===== src/rtl/apb_req_mgr_if.sv =====
// rtl/apb_req_mgr_if.sv - request/response/APB3 signal bundle for apb_req_mgr
interface apb_req_mgr_if #(
  parameter int AddrWidth = 32,
  parameter int DataWidth = 32
);
  logic                 req_valid_i;
  logic                 req_ready_o;
  logic [AddrWidth-1:0] req_addr_i;
  logic                 req_write_i;
  logic [DataWidth-1:0] req_wdata_i;

  logic                 rsp_valid_o;
  logic                 rsp_ready_i;
  logic [DataWidth-1:0] rsp_rdata_o;
  logic                 rsp_err_o;

  logic [AddrWidth-1:0] paddr_o;
  logic                 pwrite_o;
  logic [DataWidth-1:0] pwdata_o;
  logic                 psel_o;
  logic                 penable_o;
  logic [DataWidth-1:0] prdata_i;
  logic                 pready_i;
  logic                 pslverr_i;

  // The request manager itself.
  modport slave (
    input  req_valid_i, req_addr_i, req_write_i, req_wdata_i,
    output req_ready_o,
    output rsp_valid_o, rsp_rdata_o, rsp_err_o,
    input  rsp_ready_i,
    output paddr_o, pwrite_o, pwdata_o, psel_o, penable_o,
    input  prdata_i, pready_i, pslverr_i
  );

  // The environment: requester, response consumer and APB completer.
  modport master (
    output req_valid_i, req_addr_i, req_write_i, req_wdata_i,
    input  req_ready_o,
    input  rsp_valid_o, rsp_rdata_o, rsp_err_o,
    output rsp_ready_i,
    input  paddr_o, pwrite_o, pwdata_o, psel_o, penable_o,
    output prdata_i, pready_i, pslverr_i
  );
endinterface


===== src/rtl/apb_req_mgr.sv =====
// rtl/apb_req_mgr.sv - single-request APB3 manager; optional ACCESS timeout under APB_TIMEOUT_EN
module apb_req_mgr #(
  parameter int AddrWidth     = 32,
  parameter int DataWidth     = 32,
  parameter int TimeoutCycles = 255
) (
  input logic          clk_i,
  input logic          rst_ni,
  apb_req_mgr_if.slave bus
);

  typedef enum logic [1:0] {IDLE, SETUP, ACCESS, RESP} state_e;

  state_e               state_q, state_d;
  logic [AddrWidth-1:0] paddr_q, paddr_d;
  logic                 pwrite_q, pwrite_d;
  logic [DataWidth-1:0] pwdata_q, pwdata_d;
  logic                 psel_q, psel_d;
  logic                 penable_q, penable_d;
  logic                 rsp_valid_q, rsp_valid_d;
  logic [DataWidth-1:0] rsp_rdata_q, rsp_rdata_d;
  logic                 rsp_err_q, rsp_err_d;

`ifdef APB_TIMEOUT_EN
  localparam int CntW = $clog2(TimeoutCycles + 1);
  localparam logic [CntW-1:0] TimeoutVal = CntW'(TimeoutCycles);
  logic [CntW-1:0] cnt_q, cnt_d, cnt_inc;
`else
  logic unused_timeout_cfg;
  assign unused_timeout_cfg = ^32'(TimeoutCycles);
`endif

  // State and all outputs are registered; reset abandons any transfer in flight.
  always_ff @(posedge clk_i) begin
    if (!rst_ni) begin
      state_q     <= IDLE;
      paddr_q     <= '0;
      pwrite_q    <= 1'b0;
      pwdata_q    <= '0;
      psel_q      <= 1'b0;
      penable_q   <= 1'b0;
      rsp_valid_q <= 1'b0;
      rsp_rdata_q <= '0;
      rsp_err_q   <= 1'b0;
`ifdef APB_TIMEOUT_EN
      cnt_q       <= '0;
`endif
    end else begin
      state_q     <= state_d;
      paddr_q     <= paddr_d;
      pwrite_q    <= pwrite_d;
      pwdata_q    <= pwdata_d;
      psel_q      <= psel_d;
      penable_q   <= penable_d;
      rsp_valid_q <= rsp_valid_d;
      rsp_rdata_q <= rsp_rdata_d;
      rsp_err_q   <= rsp_err_d;
`ifdef APB_TIMEOUT_EN
      cnt_q       <= cnt_d;
`endif
    end
  end

  // Next state and next registered outputs; APB inputs only matter in ACCESS.
  always_comb begin
    state_d     = state_q;
    paddr_d     = paddr_q;
    pwrite_d    = pwrite_q;
    pwdata_d    = pwdata_q;
    psel_d      = psel_q;
    penable_d   = penable_q;
    rsp_valid_d = rsp_valid_q;
    rsp_rdata_d = rsp_rdata_q;
    rsp_err_d   = rsp_err_q;
`ifdef APB_TIMEOUT_EN
    cnt_d       = cnt_q;
    cnt_inc     = cnt_q + CntW'(1);
`endif
    case (state_q)
      IDLE: begin
        if (bus.req_valid_i) begin
          paddr_d  = bus.req_addr_i;
          pwrite_d = bus.req_write_i;
          pwdata_d = bus.req_wdata_i;
          psel_d   = 1'b1;
          state_d  = SETUP;
        end
      end
      SETUP: begin
        penable_d = 1'b1;
        state_d   = ACCESS;
`ifdef APB_TIMEOUT_EN
        cnt_d     = '0;
`endif
      end
      ACCESS: begin
        if (bus.pready_i) begin
          psel_d      = 1'b0;
          penable_d   = 1'b0;
          rsp_valid_d = 1'b1;
          rsp_err_d   = bus.pslverr_i;
          rsp_rdata_d = pwrite_q ? '0 : bus.prdata_i;
          state_d     = RESP;
        end
`ifdef APB_TIMEOUT_EN
        else if (cnt_inc == TimeoutVal) begin
          // Completer never answered: close the transfer with an error.
          psel_d      = 1'b0;
          penable_d   = 1'b0;
          rsp_valid_d = 1'b1;
          rsp_err_d   = 1'b1;
          rsp_rdata_d = '0;
          cnt_d       = cnt_inc;
          state_d     = RESP;
        end else begin
          cnt_d = cnt_inc;
        end
`endif
      end
      RESP: begin
        if (bus.rsp_ready_i) begin
          rsp_valid_d = 1'b0;
          state_d     = IDLE;
        end
      end
      default: state_d = IDLE;
    endcase
  end

  assign bus.req_ready_o = (state_q == IDLE);
  assign bus.rsp_valid_o = rsp_valid_q;
  assign bus.rsp_rdata_o = rsp_rdata_q;
  assign bus.rsp_err_o   = rsp_err_q;
  assign bus.paddr_o     = paddr_q;
  assign bus.pwrite_o    = pwrite_q;
  assign bus.pwdata_o    = pwdata_q;
  assign bus.psel_o      = psel_q;
  assign bus.penable_o   = penable_q;

endmodule


===== src/flat_wrapper.sv =====
// flat-port wrapper written by rule: the top's interface ports become plain ports
module apb_req_mgr_flat 
#(
  parameter int AddrWidth     = 32,
  parameter int DataWidth     = 32,
  parameter int TimeoutCycles = 255
)
  (clk_i, rst_ni, bus_req_valid_i, bus_req_addr_i, bus_req_write_i, bus_req_wdata_i, bus_req_ready_o, bus_rsp_valid_o, bus_rsp_rdata_o, bus_rsp_err_o, bus_rsp_ready_i, bus_paddr_o, bus_pwrite_o, bus_pwdata_o, bus_psel_o, bus_penable_o, bus_prdata_i, bus_pready_i, bus_pslverr_i);
  apb_req_mgr_if #(.AddrWidth(AddrWidth), .DataWidth(DataWidth)) bus_i ();
  input logic clk_i;
  input logic rst_ni;
  input wire logic [$bits(bus_i.req_valid_i)-1:0] bus_req_valid_i;
  input wire logic [$bits(bus_i.req_addr_i)-1:0] bus_req_addr_i;
  input wire logic [$bits(bus_i.req_write_i)-1:0] bus_req_write_i;
  input wire logic [$bits(bus_i.req_wdata_i)-1:0] bus_req_wdata_i;
  output wire logic [$bits(bus_i.req_ready_o)-1:0] bus_req_ready_o;
  output wire logic [$bits(bus_i.rsp_valid_o)-1:0] bus_rsp_valid_o;
  output wire logic [$bits(bus_i.rsp_rdata_o)-1:0] bus_rsp_rdata_o;
  output wire logic [$bits(bus_i.rsp_err_o)-1:0] bus_rsp_err_o;
  input wire logic [$bits(bus_i.rsp_ready_i)-1:0] bus_rsp_ready_i;
  output wire logic [$bits(bus_i.paddr_o)-1:0] bus_paddr_o;
  output wire logic [$bits(bus_i.pwrite_o)-1:0] bus_pwrite_o;
  output wire logic [$bits(bus_i.pwdata_o)-1:0] bus_pwdata_o;
  output wire logic [$bits(bus_i.psel_o)-1:0] bus_psel_o;
  output wire logic [$bits(bus_i.penable_o)-1:0] bus_penable_o;
  input wire logic [$bits(bus_i.prdata_i)-1:0] bus_prdata_i;
  input wire logic [$bits(bus_i.pready_i)-1:0] bus_pready_i;
  input wire logic [$bits(bus_i.pslverr_i)-1:0] bus_pslverr_i;
  assign bus_i.req_valid_i = bus_req_valid_i;
  assign bus_i.req_addr_i = bus_req_addr_i;
  assign bus_i.req_write_i = bus_req_write_i;
  assign bus_i.req_wdata_i = bus_req_wdata_i;
  assign bus_req_ready_o = bus_i.req_ready_o;
  assign bus_rsp_valid_o = bus_i.rsp_valid_o;
  assign bus_rsp_rdata_o = bus_i.rsp_rdata_o;
  assign bus_rsp_err_o = bus_i.rsp_err_o;
  assign bus_i.rsp_ready_i = bus_rsp_ready_i;
  assign bus_paddr_o = bus_i.paddr_o;
  assign bus_pwrite_o = bus_i.pwrite_o;
  assign bus_pwdata_o = bus_i.pwdata_o;
  assign bus_psel_o = bus_i.psel_o;
  assign bus_penable_o = bus_i.penable_o;
  assign bus_i.prdata_i = bus_prdata_i;
  assign bus_i.pready_i = bus_pready_i;
  assign bus_i.pslverr_i = bus_pslverr_i;
  apb_req_mgr #(.AddrWidth(AddrWidth), .DataWidth(DataWidth), .TimeoutCycles(TimeoutCycles)) u_core (.clk_i(clk_i), .rst_ni(rst_ni), .bus(bus_i));
endmodule

===== config.mk =====
export PLATFORM = sky130hd
export DESIGN_NAME = apb_req_mgr_flat
export DESIGN_NICKNAME = d
export VERILOG_FILES = /design/src/rtl/apb_req_mgr_if.sv /design/src/rtl/apb_req_mgr.sv /design/src/flat_wrapper.sv
export SDC_FILE = /design/constraint.sdc
export NUM_CORES = 1
export LEC_CHECK = 0
export BUFFER_PORTS_ARGS = -buffer_cell sky130_fd_sc_hd__buf_2
export CAP_MARGIN = 20
export CORE_ASPECT_RATIO = 0.9
export CORE_UTILIZATION = 48
export CTS_CLUSTER_DIAMETER = 200
export DETAILED_ROUTE_END_ITERATION = 10
export PLACE_DENSITY = 0.85
export SLEW_MARGIN = 40
export SYNTH_ARGS = -nofsm -noshare
export SYNTH_HDL_FRONTEND = slang
export SYNTH_SLANG_ARGS = --single-unit

===== constraint.sdc =====
create_clock -name clk_i -period 3.7 [get_ports clk_i]
set_input_delay 0.37 -clock clk_i [delete_from_list [all_inputs] [get_ports clk_i]]
set_output_delay 0.37 -clock clk_i [all_outputs]
set_load 0.1 [all_outputs]

After elaboration in Yosys (flattened, before gate mapping):

Index checks and enable logic that the tools add are counted.

* register bits after elaboration: 103
* word-level logic and storage cells: 37
* output and inout port bits: 102
* input port bits: 103

* reduce and logical (&&, ||, !) cells: 10
* eq/ne operators: 6
* mux-type cells: 12

Operators by type and width (number)
* 32-bit two-way mux: 1
* 3-bit AND reduction: 3
* 2-bit one-hot mux with 4 select lines: 1
* 2-bit two-way mux: 3
* 2-bit inequality test, second input constant: 3
* 1-bit one-hot mux with 2 select lines: 3
* 2-bit AND reduction: 3
* 2-bit nonzero test: 3
* 2-bit == test, second input constant: 2
* 1-bit two-way mux: 4
* 2-bit by 1-bit == test with 1-bit output, second input constant: 1
* 2-bit logical NOT: 1

Longest topological paths before layout:

* depth after elaboration: 3
* mapped depth: 7
* mapped depth without buffers: 5

Worst setup path after synthesis:

OpenSTA, ideal clock, no wires.

* path type: reg2reg
* start point: reg u_core.state_q[0]
* end point: reg u_core.psel_q, in the netlist u_core.bus.psel_o
* arrival: 1.715 ns
* path buffers: 0
* stages on the path, launching flop included: 6
* setup time: 0.092 ns
* period minus slack after synthesis: 1.807 ns
* data required time: 3.608 ns
* slack: 1.893 ns
* cell sequence: dfxtp_1 inv_1 ha_1 mux2i_1 nor2_1 o32ai_1

* longest elaborated chain between the ends: 3
* elaborated cells on any way between the ends: 7
* classes of those cells: 3 x eq/ne; 1 x mux; 3 x reduce/logical

RTL lines
* start: declaration: line apb_req_mgr.sv:14 `state_e state_q, state_d;`
* start signal: assignment: line apb_req_mgr.sv:49 `state_q <= state_d;`
* 2-bit logical NOT *
* named net bus_req_ready_o: line flat_wrapper.sv:16 `output wire logic [$bits(bus_i.req_ready_o)-1:0] bus_req_ready_o;`
* 2-bit inequality test (no line) or 2-bit nonzero test (tied branches)
* 3-bit AND reduction (no line)
* end signal: assignment: line apb_req_mgr.sv:53 `psel_q <= psel_d;`
* end: declaration: line apb_req_mgr.sv:18 `logic psel_q, psel_d;`

The timed path passes the listed nets; every way through them passes the cells marked *.
A chain may end at the register's enable or synchronous reset.

Worst setup path after layout:

* start point: reg u_core.state_q[0]
* end point: out bus_req_ready_o

* longest elaborated chain between the ends: 1

RTL lines
* 2-bit logical NOT: line apb_req_mgr.sv:130 `assign bus.req_ready_o = (state_q == IDLE);`
* end: declaration: line flat_wrapper.sv:16

Every way passes these cells.

==> parameters.txt <==
Parameter                              Value

Run status
  Outcome ... finished, final reports clean

Clocking
  Number of hold buffers added after CTS ... 0
  Buffers inserted during post-CTS setup optimization ... 0
  CTS tree ... yes
  Clock-pin slew on the worst setup and hold paths ... 90 ps
  CTS buffer count ... 9
  Resize count post-CTS ... 0
  Bufs on Longest Clock Path ... 2
  Number of clock sinks ... 103
  Clock latency reported for the late side of the worst-skew pair ... 350 ps
  # H-tree levels ... 3
  Clock Root Buffer ... clkbuf_8

Worst setup path
  Critical R2R Launch ... u_core.state_q[0]$_SDFFE_PN0P_
  Critical-path top delay cell ... buf_2
  Worst setup startpoint ... u_core.state_q[0]$_SDFFE_PN0P_
  Worst Setup End Kind ... output port
  Startpoint type of the worst setup path ... register
  Worst path max stage delay ... 450 ps
  Crit-path max FO ... 4
  Crit Reg-Reg Endpoint ... u_core.state_q[1]$_SDFFE_PN0P_
  Cells along the critical path ... inv_1 > ha_1 > buf_2
  Register-to-register path setup slack ... 1870 ps
  Crit Path Category ... reg2out
  Critical path buffer and inverter count ... 2
  Data arrival time of the worst path ... 1550 ps
  Logic depth of the worst register-to-register path ... 5
  WP data required ... 3330 ps
  Top Family by Delay on Critical Path ... buffers and inverters
  Number of cells on the critical path ... 3

Finish
  Antenna diode count ... 0
  Share of post-route cells with drive strength above 1 ... 35.0%
  P&R area growth vs syn ... 31.3%
  Count of nets after finishing ... 758
  Sequential Area ... 2060 sq um
  Area of combinational cells with multiple inputs ... 1610 sq um
  Leading cell type in the layout, fill and taps excluded ... buf_2
  Finished Layout Cells ... 750
  Layout fillers ... 678
  Commonest non-fill, non-tap cells in the layout ... 204 x buf_2, 169 x nand2_1, 102 x dfxtp_1, 98 x a21oi_1, 32 x nand4b_1

Logic synthesis
  Main combinational cell family by area after synthesis ... simple AND/OR/NAND/NOR gates
  Cell taking the most area after synthesis ... dfxtp_1
  Simple logic cell fraction of the synthesized area ... 24.7%
  Post-synth top area share ... 53.5%
  Count of different cell masters after synthesis ... 22
  Post-synthesis net count ... 579
  Syn_area_per_cell ... 8.20 sq um
  Area contributors post-synth ... dfxtp_1 54%, nand2_1 17%, a21oi_1 13%
  Fraction of synthesized cell area in xor and xnor cells ... 0%
  Adder-cell share of the synthesized area ... 1.95%
  Mapped cell area ... 3850 sq um
  Post-synthesis instance total ... 470
  Compound-cell area share of the yosys netlist ... 13.8%
  Fraction of the yosys area taken by sequential cells ... 53.5%
  Total number of yosys warnings ... 0
  Flops & latches, synth ... 103
  Share of synthesized area spent on multiplexers ... 1.07%

Floorplanning
  Die extent in x ... 96.5 um
  Total die area ... 8390 sq um
  Y dimension of the die ... 87.0 um
  Row count ... 30
  Boundary Pins ... 205
  Core area ... 7660 sq um
  Effective utilization at floorplan ... 50.3%

Min path
  Class of the tightest hold or removal check ... in2reg
  Worst hold stages ... 3
  Destination of the worst hold path ... u_core.bus.pwrite_o$_SDFFE_PN0P_
  HP Start ... bus_req_write_i

Global routing
  Total global-route track usage ... 23.0%
  Wire length of the first global-routing pass ... 15.1 mm
  GRT Residual Overflow ... 0
  Vias in the first global route ... 3,465
  Maximum number of pins on one net before global-route repair ... 66
  Number of antenna violations at the first check in global routing ... 0

Pwr
  Fraction of power spent switching nets ... 54.1%
  Share of total power in sequential cells ... 32.3%
  Clock network fraction of design power ... 15.8%
  Power per unit of standard cell area ... 866 nW/um^2
  Combinational cell fraction of total power ... 51.8%
  Leakage power ... 0.00235 uW
  Internal cell power ... 2010 uW
  VDD IR-drop max ... 561 uV
  Net switching power ... 2370 uW

Placed design
  Weighted congestion reported at the end of routability-driven placement ... 0.789
  DPL Wire Length ... 6.99 mm
  Placed cell count ... 734
  Number of I/O port buffers ... 204

STA
  Actual transition at the worst max-transition pin ... 703 ps
  Headroom to the max-slew limit ... 53.1%
  Worst Clk Skew ... 7.81 ps
  Max-slew violation count ... 0
  Final clock period utilization by the worst path ... 51.8%
  Setup repair after global routing missed its margin ... no
  Worst-case hold slack ... 243 ps
  Final setup violation count ... 0
  Total negative slack for setup checks ... 0 ps
  Final number of hold-violating endpoints ... 0
  Min Tclk post-route ... 1920 ps
  Max Fclk ... 0.522 GHz

Drt
  Average via count per standard cell ... 5.14
  Iteration-0 DRC Markers ... 119
  Post-route ant nets ... 0
  Length of the first detailed-routing pass in iterations ... 4
  DRC ... 0
  Routed Wire Length ... 10.0 mm
  Detailed-route via count ... 3,854
  Routed length per instance ... 13.3 um

Run
  Max-cap violations ... 0
-- per-layer routing --
metal / routed length [um] / vias to the layer above / GRT usage, %
met2: 5130 / 133 / 41.2
li1: - / 1917 / -
met1: 4080 / 1783 / 25.5
met4: 207 / 0 / 10.2
met3: 585 / 21 / 5.93
met5: 0 / - / 0
-- worst max-delay path by stage --
| stage | end | slack, ps |
|---|---|---|
| 2_1_floorplan | u_core.bus.psel_o$_SDFFE_PN0P_ | 1890 |
| 3_3_place_gp | u_core.bus.rsp_rdata_o[30]$_SDFFE_PN0P_ | 1580 |
| 3_5_place_dp | u_core.bus.rsp_rdata_o[12]$_SDFFE_PN0P_ | 1840 |
| 4_1_cts | bus_pwrite_o | 1540 |
| 5_1_grt | bus_req_ready_o | 1690 |
| 6_report | bus_req_ready_o | 1780 |
-- synthesized netlist by cell type --
master,n
a211oi_1,1
a21oi_1,98
a222oi_1,1
a32oi_1,1
and2_1,1
buf_1,6
buf_2,14
buf_4,2
clkbuf_1,17
dfxtp_1,103
ha_1,6
inv_1,5
inv_2,1
mux2_2,1
mux2i_1,3
nand2_1,171
nand3_1,1
nand4b_1,32
nor2_1,3
o21ai_0,1
o32ai_1,1
or2_2,1
-- logic make-up (layout without fill, tap and decap cells) --
family	count (synthesis)	in the layout
adder cells (fa/ha/maj)	6	6
flip-flops	103	103
multiplexers	4	4
AND/OR/NAND/NOR	209	209
AO/OA/AOI/OAI	103	103
buffers and inverters	45	229
-- metrics by stage --
step	util [%]	total power, uW	worst slack [ps]	instance area, sq um
after floorplan	-	3370	1890	3850
after global placement	63.3	3670	1580	4850
after detailed placement	63.4	3720	1840	4860
after CTS	66.1	4410	1540	5060
after global routing	66.1	4590	1690	5060
final	66.1	4380	1780	5060
-- final cells by class --
type	instances	area share (%)
Clock buffer	12	2.87
Sequential cell	103	40.8
Clock inverter	4	1.09
Tap cell	96	2.37
Inverter	6	0.445
Timing Repair Buffer	207	20.6
Multi-Input combinational cell	322	31.8
-- state kept, by name, summed over array words and instances, names as in the netlist --
register,cells
u_core.bus.paddr_o,32
u_core.bus.pwdata_o,32
u_core.bus.rsp_rdata_o,32
u_core.state_q,2
u_core.bus.penable_o,1
u_core.bus.psel_o,1
u_core.bus.pwrite_o,1
u_core.bus.rsp_err_o,1
u_core.bus.rsp_valid_o,1
-- tightest hold or removal path, cell delays in order --
cell and delay [ps]:
buf_2 90, nand2_1 40, a21oi_1 50
-- power groups by stage --
stage	combinational, uW	clock (uW)	sequential (uW)
after floorplan	639	0	2730
after global placement	2240	0	1430
after detailed placement	2280	0	1440
after CTS	2280	714	1420
after global routing	2380	766	1440
final	2270	694	1420
Power figures use the tool's default switching activity.
